<file path="src/rtl/microbenchmark_pkg.sv">
// Shared definitions for the microbenchmark CSR block: register map, MODE bit
// positions, AXI response codes and the run-state encoding.
package microbenchmark_pkg;

    localparam int unsigned OFF_CTRL     = 'h00;
    localparam int unsigned OFF_STATUS   = 'h08;
    localparam int unsigned OFF_NUM_REQ  = 'h10;
    localparam int unsigned OFF_BOUND    = 'h18;
    localparam int unsigned OFF_REQ_SIZE = 'h20;
    localparam int unsigned OFF_STRIDE   = 'h28;
    localparam int unsigned OFF_MODE     = 'h30;
    localparam int unsigned OFF_CYCLES   = 'h38;
    localparam int unsigned OFF_BASE     = 'h40;

    localparam int MODE_ACCESS_PATTERN = 0;
    localparam int MODE_INDEPENDENT    = 1;
    localparam int MODE_PTR            = 2;

    localparam logic [1:0] RESP_OKAY   = 2'b00;
    localparam logic [1:0] RESP_SLVERR = 2'b10;

    typedef enum logic {
        ST_IDLE,
        ST_RUN
    } state_t;

    typedef enum logic [3:0] {
        RK_CTRL,
        RK_STATUS,
        RK_NUM_REQ,
        RK_BOUND,
        RK_REQ_SIZE,
        RK_STRIDE,
        RK_MODE,
        RK_CYCLES,
        RK_BASE,
        RK_NONE
    } reg_kind_t;

endpackage

</file>
<file path="src/rtl/microbenchmark_csr_ctrl_axil_wr_slave.sv">
// AXI4-Lite write front end: latches AW and W independently, then presents a
// single-cycle wr_en with the captured address/data/strobe and answers on B.
module axil_wr_slave
    import microbenchmark_pkg::*;
#(
    parameter int ADDR_BITS = 12,
    parameter int DATA_BITS = 64
) (
    input  logic                   aclk,
    input  logic                   areset,
    input  logic                   axil_awvalid,
    output logic                   axil_awready,
    input  logic [ADDR_BITS-1:0]   axil_awaddr,
    input  logic                   axil_wvalid,
    output logic                   axil_wready,
    input  logic [DATA_BITS-1:0]   axil_wdata,
    input  logic [DATA_BITS/8-1:0] axil_wstrb,
    output logic                   axil_bvalid,
    input  logic                   axil_bready,
    output logic [1:0]             axil_bresp,
    output logic                   wr_en,
    output logic [ADDR_BITS-1:0]   wr_addr,
    output logic [DATA_BITS-1:0]   wr_data,
    output logic [DATA_BITS/8-1:0] wr_strb,
    input  logic                   wr_err
);

    // Handshake rule on every channel: a beat transfers on the rising edge where
    // valid && ready; the source keeps valid and payload stable until that edge,
    // and each ready here depends only on registered local state.
    logic aw_held;
    logic w_held;

    assign wr_en = aw_held && w_held && !axil_bvalid;

    always_ff @(posedge aclk) begin
        if (areset) begin
            axil_awready <= 1'b1;
            axil_wready  <= 1'b1;
            axil_bvalid  <= 1'b0;
            axil_bresp   <= RESP_OKAY;
            aw_held      <= 1'b0;
            w_held       <= 1'b0;
            wr_addr      <= '0;
            wr_data      <= '0;
            wr_strb      <= '0;
        end else begin
            if (axil_awvalid && axil_awready) begin
                wr_addr      <= axil_awaddr;
                aw_held      <= 1'b1;
                axil_awready <= 1'b0;
            end
            if (axil_wvalid && axil_wready) begin
                wr_data     <= axil_wdata;
                wr_strb     <= axil_wstrb;
                w_held      <= 1'b1;
                axil_wready <= 1'b0;
            end
            if (wr_en) begin
                axil_bvalid <= 1'b1;
                axil_bresp  <= wr_err ? RESP_SLVERR : RESP_OKAY;
                aw_held     <= 1'b0;
                w_held      <= 1'b0;
            end
            // Both readies stay low for the whole transaction, reopening only
            // once the response has been taken.
            if (axil_bvalid && axil_bready) begin
                axil_bvalid  <= 1'b0;
                axil_awready <= 1'b1;
                axil_wready  <= 1'b1;
            end
        end
    end

endmodule

</file>
<file path="src/rtl/microbenchmark_csr_ctrl.sv">
// AXI4-Lite CSR file for the microbenchmark engine: config registers, per-channel
// base addresses, start/done tracking via an IDLE/RUN FSM and a run-cycle counter.
module microbenchmark_csr_ctrl
    import microbenchmark_pkg::*;
#(
    parameter int N_CH      = 16,
    parameter int DATA_BITS = 64,
    parameter int ADDR_BITS = 12
) (
    input  logic                            aclk,
    input  logic                            areset,
    input  logic                            axil_awvalid,
    output logic                            axil_awready,
    input  logic [ADDR_BITS-1:0]            axil_awaddr,
    input  logic                            axil_wvalid,
    output logic                            axil_wready,
    input  logic [DATA_BITS-1:0]            axil_wdata,
    input  logic [DATA_BITS/8-1:0]          axil_wstrb,
    output logic                            axil_bvalid,
    input  logic                            axil_bready,
    output logic [1:0]                      axil_bresp,
    input  logic                            axil_arvalid,
    output logic                            axil_arready,
    input  logic [ADDR_BITS-1:0]            axil_araddr,
    output logic                            axil_rvalid,
    input  logic                            axil_rready,
    output logic [DATA_BITS-1:0]            axil_rdata,
    output logic [1:0]                      axil_rresp,
    output logic [DATA_BITS-1:0]            num_requests,
    output logic [DATA_BITS-1:0]            bound,
    output logic [DATA_BITS-1:0]            req_size,
    output logic [DATA_BITS-1:0]            stride,
    output logic [N_CH-1:0][DATA_BITS-1:0]  base_addr,
    output logic                            access_pattern,
    output logic                            independent,
    output logic                            ptr,
    output logic [N_CH-1:0]                 ch_start,
    input  logic [N_CH-1:0]                 ch_done,
    output state_t                          fsm_state
);

    localparam int CH_W    = (N_CH > 1) ? $clog2(N_CH) : 1;
    localparam int STROBES = DATA_BITS / 8;

    logic                 wr_en;
    logic [ADDR_BITS-1:0] wr_addr;
    logic [DATA_BITS-1:0] wr_data;
    logic [STROBES-1:0]   wr_strb;
    logic                 wr_err;
    logic                 wr_ok;
    reg_kind_t            wr_kind;
    int unsigned          wr_base;
    logic [DATA_BITS-1:0] wmask;

    state_t               state;
    state_t               state_n;
    logic [2:0]           mode_q;
    logic [DATA_BITS-1:0] cycles;
    logic [N_CH-1:0]      active_mask;
    logic [N_CH-1:0]      new_active;
    logic [N_CH-1:0]      done_mask;
    logic [N_CH-1:0]      done_next;
    logic                 done;
    logic                 busy;
    logic                 start_go;
    logic                 accept_done;
    logic                 run_complete;
    logic [CH_W-1:0]      last_ch;
    logic [N_CH+1:0]      status_w;

    reg_kind_t            rd_kind;
    logic [DATA_BITS-1:0] rd_value;
    logic                 rd_err;

    // The low three address bits are ignored: every register is 8 bytes wide.
    function automatic reg_kind_t decode(input logic [ADDR_BITS-1:0] a);
        int unsigned off;
        off = 32'(a) & ~32'h7;
        case (off)
            OFF_CTRL:     return RK_CTRL;
            OFF_STATUS:   return RK_STATUS;
            OFF_NUM_REQ:  return RK_NUM_REQ;
            OFF_BOUND:    return RK_BOUND;
            OFF_REQ_SIZE: return RK_REQ_SIZE;
            OFF_STRIDE:   return RK_STRIDE;
            OFF_MODE:     return RK_MODE;
            OFF_CYCLES:   return RK_CYCLES;
            default: begin
                if (off >= OFF_BASE && off < OFF_BASE + 32'(8 * N_CH)) return RK_BASE;
                return RK_NONE;
            end
        endcase
    endfunction

    function automatic int unsigned base_idx(input logic [ADDR_BITS-1:0] a);
        return (32'(a) - OFF_BASE) >> 3;
    endfunction

    function automatic logic [DATA_BITS-1:0] merge(input logic [DATA_BITS-1:0] old_v,
                                                   input logic [DATA_BITS-1:0] new_v,
                                                   input logic [DATA_BITS-1:0] m);
        return (old_v & ~m) | (new_v & m);
    endfunction

    axil_wr_slave #(
        .ADDR_BITS (ADDR_BITS),
        .DATA_BITS (DATA_BITS)
    ) u_wr (
        .aclk         (aclk),
        .areset       (areset),
        .axil_awvalid (axil_awvalid),
        .axil_awready (axil_awready),
        .axil_awaddr  (axil_awaddr),
        .axil_wvalid  (axil_wvalid),
        .axil_wready  (axil_wready),
        .axil_wdata   (axil_wdata),
        .axil_wstrb   (axil_wstrb),
        .axil_bvalid  (axil_bvalid),
        .axil_bready  (axil_bready),
        .axil_bresp   (axil_bresp),
        .wr_en        (wr_en),
        .wr_addr      (wr_addr),
        .wr_data      (wr_data),
        .wr_strb      (wr_strb),
        .wr_err       (wr_err)
    );

    assign busy           = (state == ST_RUN);
    assign status_w       = {done_mask, done, busy};
    assign access_pattern = mode_q[MODE_ACCESS_PATTERN];
    assign independent    = mode_q[MODE_INDEPENDENT];
    assign ptr            = mode_q[MODE_PTR];
    assign fsm_state      = state;
    assign last_ch        = wr_data[CH_W:1];

    always_comb begin : wr_decode
        wr_kind  = decode(wr_addr);
        wr_base  = base_idx(wr_addr);
        wr_err   = (state == ST_RUN) || (wr_kind inside {RK_STATUS, RK_CYCLES, RK_NONE});
        wr_ok    = wr_en && !wr_err;
        start_go = wr_ok && (wr_kind == RK_CTRL) && wr_data[0];
        wmask    = '0;
        for (int i = 0; i < STROBES; i++) wmask[8*i +: 8] = {8{wr_strb[i]}};
        new_active = '0;
        for (int i = 0; i < N_CH; i++) new_active[i] = (32'(i) <= 32'(last_ch));
    end

    // A done pulse that coincides with the start pulse belongs to a previous run.
    always_comb begin : fsm_next
        accept_done  = (state == ST_RUN) && (ch_start == '0);
        done_next    = done_mask | (accept_done ? (ch_done & active_mask) : '0);
        run_complete = (state == ST_RUN) && ((done_next & active_mask) == active_mask);
        state_n      = state;
        case (state)
            ST_IDLE: if (start_go)     state_n = ST_RUN;
            ST_RUN:  if (run_complete) state_n = ST_IDLE;
            default:                   state_n = ST_IDLE;
        endcase
    end

    always_ff @(posedge aclk) begin
        if (areset) state <= ST_IDLE;
        else        state <= state_n;
    end

    always_ff @(posedge aclk) begin
        if (areset) begin
            num_requests <= '0;
            bound        <= '0;
            req_size     <= '0;
            stride       <= '0;
            base_addr    <= '0;
            mode_q       <= '0;
            cycles       <= '0;
            active_mask  <= '0;
            done_mask    <= '0;
            done         <= 1'b0;
            ch_start     <= '0;
        end else begin
            ch_start <= '0;
            if (wr_ok) begin
                case (wr_kind)
                    RK_NUM_REQ:  num_requests <= merge(num_requests, wr_data, wmask);
                    RK_BOUND:    bound        <= merge(bound, wr_data, wmask);
                    RK_REQ_SIZE: req_size     <= merge(req_size, wr_data, wmask);
                    RK_STRIDE:   stride       <= merge(stride, wr_data, wmask);
                    RK_MODE:     mode_q       <= (mode_q & ~wmask[2:0]) | (wr_data[2:0] & wmask[2:0]);
                    RK_BASE: begin
                        for (int k = 0; k < N_CH; k++)
                            if (32'(k) == wr_base) base_addr[k] <= merge(base_addr[k], wr_data, wmask);
                    end
                    default: ;
                endcase
            end
            if (start_go) begin
                active_mask <= new_active;
                ch_start    <= new_active;
                done_mask   <= '0;
                cycles      <= '0;
                done        <= 1'b0;
            end else if (state == ST_RUN) begin
                done_mask <= done_next;
                if (cycles != '1) cycles <= cycles + 1'b1;
                if (run_complete) done <= 1'b1;
            end
        end
    end

    always_comb begin : rd_mux
        rd_kind  = decode(axil_araddr);
        rd_value = '0;
        rd_err   = 1'b0;
        case (rd_kind)
            RK_STATUS:   rd_value = DATA_BITS'(status_w);
            RK_NUM_REQ:  rd_value = num_requests;
            RK_BOUND:    rd_value = bound;
            RK_REQ_SIZE: rd_value = req_size;
            RK_STRIDE:   rd_value = stride;
            RK_MODE:     rd_value = DATA_BITS'(mode_q);
            RK_CYCLES:   rd_value = cycles;
            RK_BASE: begin
                for (int k = 0; k < N_CH; k++)
                    if (32'(k) == base_idx(axil_araddr)) rd_value = base_addr[k];
            end
            default:     rd_err = 1'b1;
        endcase
    end

    // Read data is captured at the AR handshake, so a same-cycle write is not seen.
    always_ff @(posedge aclk) begin
        if (areset) begin
            axil_arready <= 1'b1;
            axil_rvalid  <= 1'b0;
            axil_rdata   <= '0;
            axil_rresp   <= RESP_OKAY;
        end else begin
            if (axil_arvalid && axil_arready) begin
                axil_arready <= 1'b0;
                axil_rvalid  <= 1'b1;
                axil_rdata   <= rd_value;
                axil_rresp   <= rd_err ? RESP_SLVERR : RESP_OKAY;
            end
            if (axil_rvalid && axil_rready) begin
                axil_rvalid  <= 1'b0;
                axil_arready <= 1'b1;
            end
        end
    end

endmodule
</file>
<file path="config.mk">
export PLATFORM = sky130hd
export DESIGN_NAME = microbenchmark_csr_ctrl
export DESIGN_NICKNAME = d
export VERILOG_FILES = /design/src/rtl/microbenchmark_pkg.sv /design/src/rtl/microbenchmark_csr_ctrl_axil_wr_slave.sv /design/src/rtl/microbenchmark_csr_ctrl.sv
export SDC_FILE = /design/constraint.sdc
export NUM_CORES = 2
export LEC_CHECK = 0
export ABC_AREA = 1
export CORE_AREA = 2 2 577 579
export CTS_CLUSTER_DIAMETER = 120
export DETAILED_ROUTE_END_ITERATION = 7
export DIE_AREA = 0 0 579 581
export MAX_ROUTING_LAYER = met4
export PLACE_DENSITY = 0.4
export SLEW_MARGIN = 20
export SYNTH_ARGS = -nofsm -noshare
export SYNTH_HDL_FRONTEND = slang
export SYNTH_SLANG_ARGS = --single-unit
</file>
<file path="constraint.sdc">
create_clock -name aclk -period 7.63 [get_ports aclk]
set_clock_uncertainty 0.1 [all_clocks]
set_input_delay 1.526 -clock aclk [delete_from_list [all_inputs] [get_ports aclk]]
set_output_delay 1.526 -clock aclk [all_outputs]
set_load 0.02 [all_outputs]
</file>
==> impl_metrics.ini <==
[outcome]
status = complete, no violations

[cts]
clk_path_buf_depth = 4
cts_sinks = 1551
holdBufCountCts = 0
htreeDepth = 4
ctsResizeCount = 0
numCtsBuffers = 199
clock_latency_ps = 880
cts_tree = yes
postCtsSetupRepairBufs = 0
path_clk_slew_ps = 60
cts_root_buf = clkbuf_16

[route]
wl_per_cell_um = 33.6
drc = 0
firstDrtPassIters = 5
via_per_inst = 4.91
drt_wl_total_um = 488000
via_count = 71202
drtIter0Drc = 6562
ant_nets = 0

[synthesis]
ys_seq_area_share_pct = 46.9
ys_warn_count = 0
synth_area_leaders = dfxtp_1, a21oi_1, nand2_1
synth_top_area_share_pct = 46.9
ys_types = 57
synth_edf_count = 0
ys_ff_latch = 1551
syn_avg_cell_area_um2 = 7.65
yosysTopAreaCell = dfxtp_1
synth-async-reset-ratio_pct = 0
synth_area_um2 = 66200
synthFlopType = dfxtp_1
synth_cells = 8651

[job]
cap_viol_max_count = 0

[die]
start_util_pct = 20.1
coreArea_um2 = 330000
die_x_um = 579
pin_count = 1492
fp.dieH_um = 581
rows = 211
die_area_um2 = 336000

[pwr]
comb_power_share_pct = 6.2
p_sw_mw = 5.13
switching_share_pct = 27.0
p_leak_nw = 32.1
seq_power_share_pct = 43.1
internal-power_mw = 13.9
total_power_mw = 19.0
vdd_drop_max_mv = 0.201
power_density_nw_per_um2 = 206
clkPwrFrac_pct = 50.7

[layout]
syn_to_final_growth_pct = 39.9
fin_area_um2 = 92600
drive_gt1_share_pct = 7.75
stdcell_count = 14514
fin_nets = 10093
layout_common_cells = a21oi_1, dfxtp_1, clkdlybuf4s50_1
layout_commonest_cell = a21oi_1

[grt]
grt_pass1_vias = 67138
grt-busiest-layer = met2
grt_usage_pct = 28.6
grt_pass1_wl_um = 634000
antenna_found_initial = 27
use_met1_pct = 31.6
grt_max_degree = 189
grt_use_met2_pct = 47.6
met3_usage_pct = 6.64
grt-ovfl-total = 0

[placed_design]
port_buffers = 1483
place_area_um2 = 86100
dp_cells = 14134
post-dp-hpwl_um = 383000
globalplace.congestion = 0.924

[hold_path]
holdPathStages = 2
min_from = u_wr.w_held
holdPathEnd = u_wr.w_held
hp-class = flip-flop to flip-flop

[sta]
fin_hold_ws_ps = 363
fin_setup_tns_ps = 0
max_freq_mhz = 167
hold_violations = 0
worst_slew_pin_slew_ps = 1230
post-route-period-util_pct = 78.6
period_needed_ps = 6000
rsz0062_at_grt = false
slew_violations = 0
slew_headroom_pct = 18.0
setup_viol_count_final = 0

[critical_path]
arrival_ps = 6600
cp_data_required_time_ps = 8230
r2r_slack_ps = 3220
cp-end-kind = flip-flop
crit-reg2reg-launch = u_wr.wr_addr[6]
reg2reg_depth = 15
startpoint_type = input pin
critPathMaxFanout = 14
crit_type = input pin to flip-flop
[kinds of logic (layout without fill, tap and decap cells)]
kind of cell             count (synthesis)  count (layout)  synth area share [%]
AND/OR/NAND/NOR                       2372            2372                  16.2
other                                    1              22               0.00566
AO/OA/AOI/OAI                         3266            3266                  27.6
buffers and inverters                 1430            2906                  8.82
XOR/XNOR                                26              26                 0.344
adder cells (fa/ha/maj)                  5               5                0.0945
flip-flops                            1551            1551                  46.9
[cell type report]
type | instances | area (µm²)
fillers | 35662 | 237000
well taps | 4366 | 5460
repair buffers | 1714 | 16800
multi-input cells | 5671 | 29500
diodes | 20 | 50.0
clock buffers | 298 | 5920
inverters | 832 | 3180
clock inverters | 62 | 569
flip-flops and latches | 1551 | 31000
[worst max-delay path by stage]
stage                               from  slack [ps]             end
final                     axil_araddr[6]        1630  axil_rdata[40]
after global routing      axil_araddr[6]        1590   axil_rdata[7]
after CTS                 axil_araddr[6]        1800  axil_rdata[40]
after detailed placement  axil_araddr[6]         850  axil_rdata[40]
after global placement    axil_araddr[6]         810   axil_rdata[7]
after floorplan           axil_araddr[6]        3760  axil_rdata[51]
[synth_stat cells (19+ instances only)]
master	count
inv_1	786
nor2_1	539
xor2_1	24
inv_2	32
dfxtp_1	1551
o22ai_1	22
a21oi_1	1665
a2111oi_0	22
buf_1	25
or2_2	19
buf_2	86
nand4_1	177
nor3_1	68
o221ai_1	27
nand2_1	1248
o21ai_1	48
clkbuf_1	416
o21a_1	510
nor2_2	33
a211oi_1	64
nand3_1	154
buf_4	54
nor2_4	53
o21ai_0	813
a221oi_1	42
[through the flow]
step | worst slack (ps) | util [%]
2_1_floorplan | 3760 | -
3_3_place_gp | 806 | 26.1
3_5_place_dp | 855 | 26.1
4_1_cts | 1800 | 28.1
5_1_grt | 1590 | 28.1
6_report | 1630 | 28.1
[critical path: stages]
cell	delay (ps)
clkdlybuf4s50_1	670
inv_2	110
ha_1	290
inv_1	30
nor2_1	80
nand3_1	170
nor2_4	400
nand2_2	240
nor2_4	610
buf_4	410
a21oi_1	110
nand2_1	80
nand4_1	180
o21ai_1	350
nand4_1	590
nor2_1	290
nand4_1	110
nand2_1	70
nand2_1	60
nand2_1	90
a21oi_1	80
[per-layer routing]
| metal | share of wire [%] | vias to the layer above | wire, µm |
|---|---|---|---|
| li1 | - | 32039 | - |
| met1 | 38 | 35126 | 186000 |
| met2 | 48 | 3297 | 235000 |
| met3 | 7.7 | 740 | 37500 |
| met4 | 6.2 | 0 | 30100 |
| met5 | 0 | - | 0 |
[power groups by stage]
| stage | Sequential, mW | Combinational (mW) | Clock [mW] |
|---|---|---|---|
| floorplan | 8.36 | 0.496 | 0 |
| global placement | 8.39 | 1.19 | 0 |
| detailed placement | 8.39 | 1.19 | 0 |
| CTS | 8.21 | 1.20 | 9.83 |
| global route | 8.20 | 1.23 | 10.1 |
| finish | 8.21 | 1.19 | 9.65 |
Power figures use the tool's default switching activity.
